$ cat config.mk
export PLATFORM = sky130hd
export DESIGN_NAME = ram_port_master
export DESIGN_NICKNAME = d
export VERILOG_FILES = /design/src/rtl/ram_port_master.sv
export SDC_FILE = /design/constraint.sdc
export NUM_CORES = 1
export LEC_CHECK = 0
export ABC_AREA = 0
export BUFFER_PORTS_ARGS = -buffer_cell sky130_fd_sc_hd__buf_4
export CAP_MARGIN = 20
export CORE_MARGIN = 5
export CORE_UTILIZATION = 51
export CTS_BUF_LIST = sky130_fd_sc_hd__clkbuf_2
export CTS_CLUSTER_DIAMETER = 60
export DETAILED_ROUTE_END_ITERATION = 8
export GPL_TIMING_DRIVEN = 0
export MAX_ROUTING_LAYER = met4
export PLACE_DENSITY_LB_ADDON = 0.2
export SYNTH_ARGS = -nofsm -noshare
export SYNTH_HDL_FRONTEND = slang
export SYNTH_SLANG_ARGS = --single-unit
$ cat constraint.sdc
create_clock -name clk -period 2.32 [get_ports clk]
set_input_delay 0.116 -clock clk [delete_from_list [all_inputs] [get_ports clk]]
set_output_delay 0.116 -clock clk [all_outputs]
set_load 0.005 [all_outputs]
$ cat src/rtl/ram_port_master.sv
// Command-driven initiator for a single-port RAM with false synchronous read.
// Define RAM_MASTER_WRAP_ERR_EN to reject wrapping bursts with a cmd_err pulse.
module ram_port_master #(
  parameter int AW = 5,
  parameter int DW = 4
) (
  input  logic          clk,
  input  logic          rst_n,
  input  logic          cmd_valid,
  output logic          cmd_ready,
  input  logic          cmd_we,
  input  logic [AW-1:0] cmd_addr,
  input  logic [AW-1:0] cmd_len,
  input  logic [DW-1:0] cmd_wdata,
  output logic          cmd_err,
  output logic          ram_we,
  output logic [AW-1:0] ram_a,
  output logic [DW-1:0] ram_di,
  input  logic [DW-1:0] ram_do,
  output logic          rd_valid,
  input  logic          rd_ready,
  output logic [DW-1:0] rd_data,
  output logic          rd_last
);

  typedef enum logic [1:0] {IDLE, WRITE, RADDR, RDATA} state_t;

  localparam logic [AW-1:0] ONE = 1;

  state_t        state, state_next;
  logic [AW-1:0] addr_q, len_q, beat_q;
  logic [DW-1:0] data_q;
  logic          ready_q;
  logic          accept, reject, start, last, advance;

  assign accept  = cmd_valid & cmd_ready;
  assign start   = accept & ~reject;
  assign last    = (beat_q == len_q);
  assign advance = (state == RDATA) & rd_ready & ~last;

`ifdef RAM_MASTER_WRAP_ERR_EN
  logic [AW:0] end_addr;
  logic        err_q;

  // A carry out of the AW-bit sum means the burst would run past the top word.
  assign end_addr = {1'b0, cmd_addr} + {1'b0, cmd_len};
  assign reject   = accept & ~cmd_we & end_addr[AW];
  assign cmd_err  = err_q;

  always_ff @(posedge clk or negedge rst_n) begin
    if (!rst_n) err_q <= 1'b0;
    else        err_q <= reject;
  end
`else
  assign reject  = 1'b0;
  assign cmd_err = 1'b0;
`endif

  // NOTE: combinational blocks assign every output a default first, so no
  // path through the case statement can leave a latch behind.
  always_comb begin
    state_next = state;
    unique case (state)
      IDLE:    if (start) state_next = cmd_we ? WRITE : RADDR;
      WRITE:   state_next = IDLE;
      RADDR:   state_next = RDATA;
      RDATA:   if (rd_ready && last) state_next = IDLE;
      default: state_next = IDLE;
    endcase
  end

  // Presenting the next address while the beat is consumed keeps ram_do one
  // beat ahead; holding it under backpressure keeps ram_do stable.
  always_comb begin
    ram_a = addr_q;
    if (advance) ram_a = addr_q + ONE;
  end

  // NOTE: sequential state uses non-blocking assignments so every flop
  // samples the pre-edge values regardless of statement order.
  always_ff @(posedge clk or negedge rst_n) begin
    if (!rst_n) begin
      state   <= IDLE;
      ready_q <= 1'b0;
      addr_q  <= '0;
      len_q   <= '0;
      beat_q  <= '0;
      data_q  <= '0;
    end else begin
      state   <= state_next;
      ready_q <= (state_next == IDLE);
      if ((state == IDLE) && start) begin
        addr_q <= cmd_addr;
        len_q  <= cmd_len;
        beat_q <= '0;
        if (cmd_we) data_q <= cmd_wdata;
      end else if (advance) begin
        addr_q <= addr_q + ONE;
        beat_q <= beat_q + ONE;
      end
    end
  end

  assign cmd_ready = ready_q;
  assign ram_we    = (state == WRITE);
  assign ram_di    = data_q;
  assign rd_valid  = (state == RDATA);
  assign rd_data   = ram_do;
  assign rd_last   = (state == RDATA) & last;

endmodule

==> results.toml <==
[die]
floorplan.core_area_um2 = 2170
std_cell_rows = 17
effective_utilization_at_floorplan = 0.527
die-area_um2 = 3290
top_level_ports = 41
floorplan.die.height_um = 57.4
die_x_um = 57.4

[sta]
fin_crit_share = 0.874
max_clock_freq_mhz = 493
timing.final.crit_period_ps = 2030
finalClockSkew_ps = 1.02
totalNegativeSetupSlack_ps = 0
final_hold_viol_count = 0
grt_setup_unrepaired = "no"
finalSetupViolCount = 0
finalMaxSlewViolations = 0

[routing]
drt_pre_antenna_iters = 4
postRouteAntennaNets = 0
drc = 0
dr_total_vias = 926
wirelength_um = 2490
avgViaCountPerCell = 4.93
drt-wirelength-per-cell_um = 13.2
detailedRoute.firstIterationViolations = 17

[power]
clkPwrFrac = 0.145
p_per_area_nw_per_um2 = 1120
cellLeakagePower_nw = 0.809
power.ir.vdd_worst_uv = 665
internal-power_mw = 1.20
p_switching_mw = 0.646
switching_share = 0.349
share_comb_of_total_power = 0.473
total_power_mw = 1.85
seq_power_share = 0.381

[place]
dp_cells = 168
numPortBuffers = 35
place.gp.congestion = 0.701
hpwl_um = 1720

[hold_path]
min_path_type = "primary input to flip-flop"
hold_depth = 4

[finish]
layout.cells.non_filler = 188
fraction_of_layout_instances_using_a_drive_strength_above_1 = 0.388
area_growth_syn_to_fin_pct = 44.0
antennaDiodeCount = 0
most-common-layout-cells = "buf_4, nand2_1, dfrtp_1"
mostFrequentLayoutCell = "buf_4"
fin_nets = 186

[yosys]
synthesis.area_per_instance_um2 = 10.9
syn_nets = 130
ys_seq_area_frac = 0.481
netlist_area_um2 = 1140
synth-edff-count = 0
main_flop_type_after_synthesis = "dfrtp_1"
post_synth_inst_count = 105
synth-seq-cells = 22
synth-warning-count = 0
synth-async-reset-ratio = 1.00
synthDistinctLibCells = 29

[global_routing]
grtUsageTotal = 0.178
grt_pass1_wl_um = 4430
grt_max_degree = 23
grt_antenna_before_repair = 0
overflow = 0
first_global_vias = 991

[setup_path]
timing.critical_path.required_ps = 2200
ff2ff_setup_slack_ps = 530
crit_path_start_kind = "flip-flop"
reg2regPathDepth = 5
path_max_fanout = 7
cp.arrival_ps = 1910
criticalPathCategory = "flip-flop to output port"
end_kind = "output port"

[cts]
htree_num_levels = 1
worst_setup_hold_path_clk_slew_ps = 210
tritoncts_num_sinks = 22
clock_tree.buffer_depth = 2
cts_post_setup_buffers_inserted = 0
clkLatencyLatePin_ps = 330
numCtsBuffers = 3
cts_tree = "done"
clk_root_buffer_cell = "clkbuf_2"

[job]
max-cap-violations = 0

[status]
outcome = "complete, no violations"
[routing by layer]
layer / track usage / wire (um) / vias up / part of all wire
li1: - / - / 453 / -
met2: 0.327 / 1390 / 25 / 0.56
met1: 0.189 / 927 / 446 / 0.37
met4: 0.0298 / 10 / 0 / 0.0040
met5: - / 0 / - / 0
met3: 0.0520 / 161 / 2 / 0.065
[power groups by stage]
| stage | sequential (mW) | clock, mW | combinational (mW) |
|---|---|---|---|
| after floorplan | 0.687 | 0 | 0.557 |
| after global placement | 0.704 | 0 | 0.840 |
| after detailed placement | 0.714 | 0 | 0.859 |
| after CTS | 0.706 | 0.276 | 0.884 |
| after global routing | 0.735 | 0.292 | 0.970 |
| final | 0.706 | 0.269 | 0.876 |
[final cells by class]
cell class,instances,area [um2]
Inverter,1,3.75
Tap cell,28,35.0
Sequential cell,22,551
Multi-Input combinational cell,75,543
Timing Repair Buffer,51,423
Clock inverter,1,30.0
Fill cell,161,523
Buffer,7,46.3
Clock buffer,3,15.0
[critical path: stages (launching register included)]
cell and delay, ps:
dfrtp_1 460, xnor2_1 150, and3_4 210, a21oi_4 280, mux2_4 340, buf_4 140
[state kept, by name, summed over array words and instances (netlist names)]
signal     flops
len_q          5
state          2
ram_di         4
addr_q         5
beat_q         5
cmd_ready      1
[stage by stage]
stage                     area (um2)  setup slack [ps]  utilization  hold slack [ps]
after floorplan                 1140               631            -             -180
after global placement          1440               568        0.664             18.2
after detailed placement        1440               548        0.664             18.7
after CTS                       1650               261        0.759              116
after global routing            1650               173        0.759              134
final                           1650               293        0.759              136
[logic make-up (layout without fill, tap and decap cells)]
kind of cell / Yosys count / after routing / share of synthesized area
AOI/OAI and AO/OA: 6 / 6 / 0.0449
adders and majority gates: 2 / 2 / 0.0219
muxes: 14 / 14 / 0.140
DFF: 22 / 22 / 0.481
and+or+nand+nor: 42 / 42 / 0.182
xor gates and xnor gates: 10 / 10 / 0.0832
other: 1 / 1 / 0.00328
buffers and inverters: 8 / 63 / 0.0438
[Yosys cell counts (all sizes together) (2+ instances only)]
| cell type | number | area share |
|---|---|---|
| nor2 | 5 | 0.016 |
| o21ai | 3 | 0.013 |
| mux2i | 4 | 0.035 |
| nand3 | 5 | 0.033 |
| nand2 | 23 | 0.075 |
| xor2 | 2 | 0.022 |
| nand4 | 2 | 0.011 |
| xnor2 | 8 | 0.061 |
| ha | 2 | 0.022 |
| and3 | 3 | 0.022 |
| buf | 6 | 0.037 |
| mux2 | 10 | 0.11 |
| and2 | 3 | 0.019 |
| dfrtp | 22 | 0.48 |
[final timing paths]
kind | start | end
max in group asynchronous | rst_n | len_q[1]
worst max register to register | beat_q[3] | addr_q[1]
min in group asynchronous | rst_n | addr_q[3]
worst max-delay path | beat_q[3] | ram_a[1]
worst min register to register | beat_q[4] | beat_q[4]
worst min-delay path | rd_ready | state[0]
[repair_timing]
| action | 4_1_cts | 5_1_grt |
|---|---|---|
| hold buffers | 16 | 0 |
| gates resized for setup | 0 | 0 |
| endpoints found under the hold margin | 37 | 0 |
Note: power is estimated with default switching activity, not from simulation.
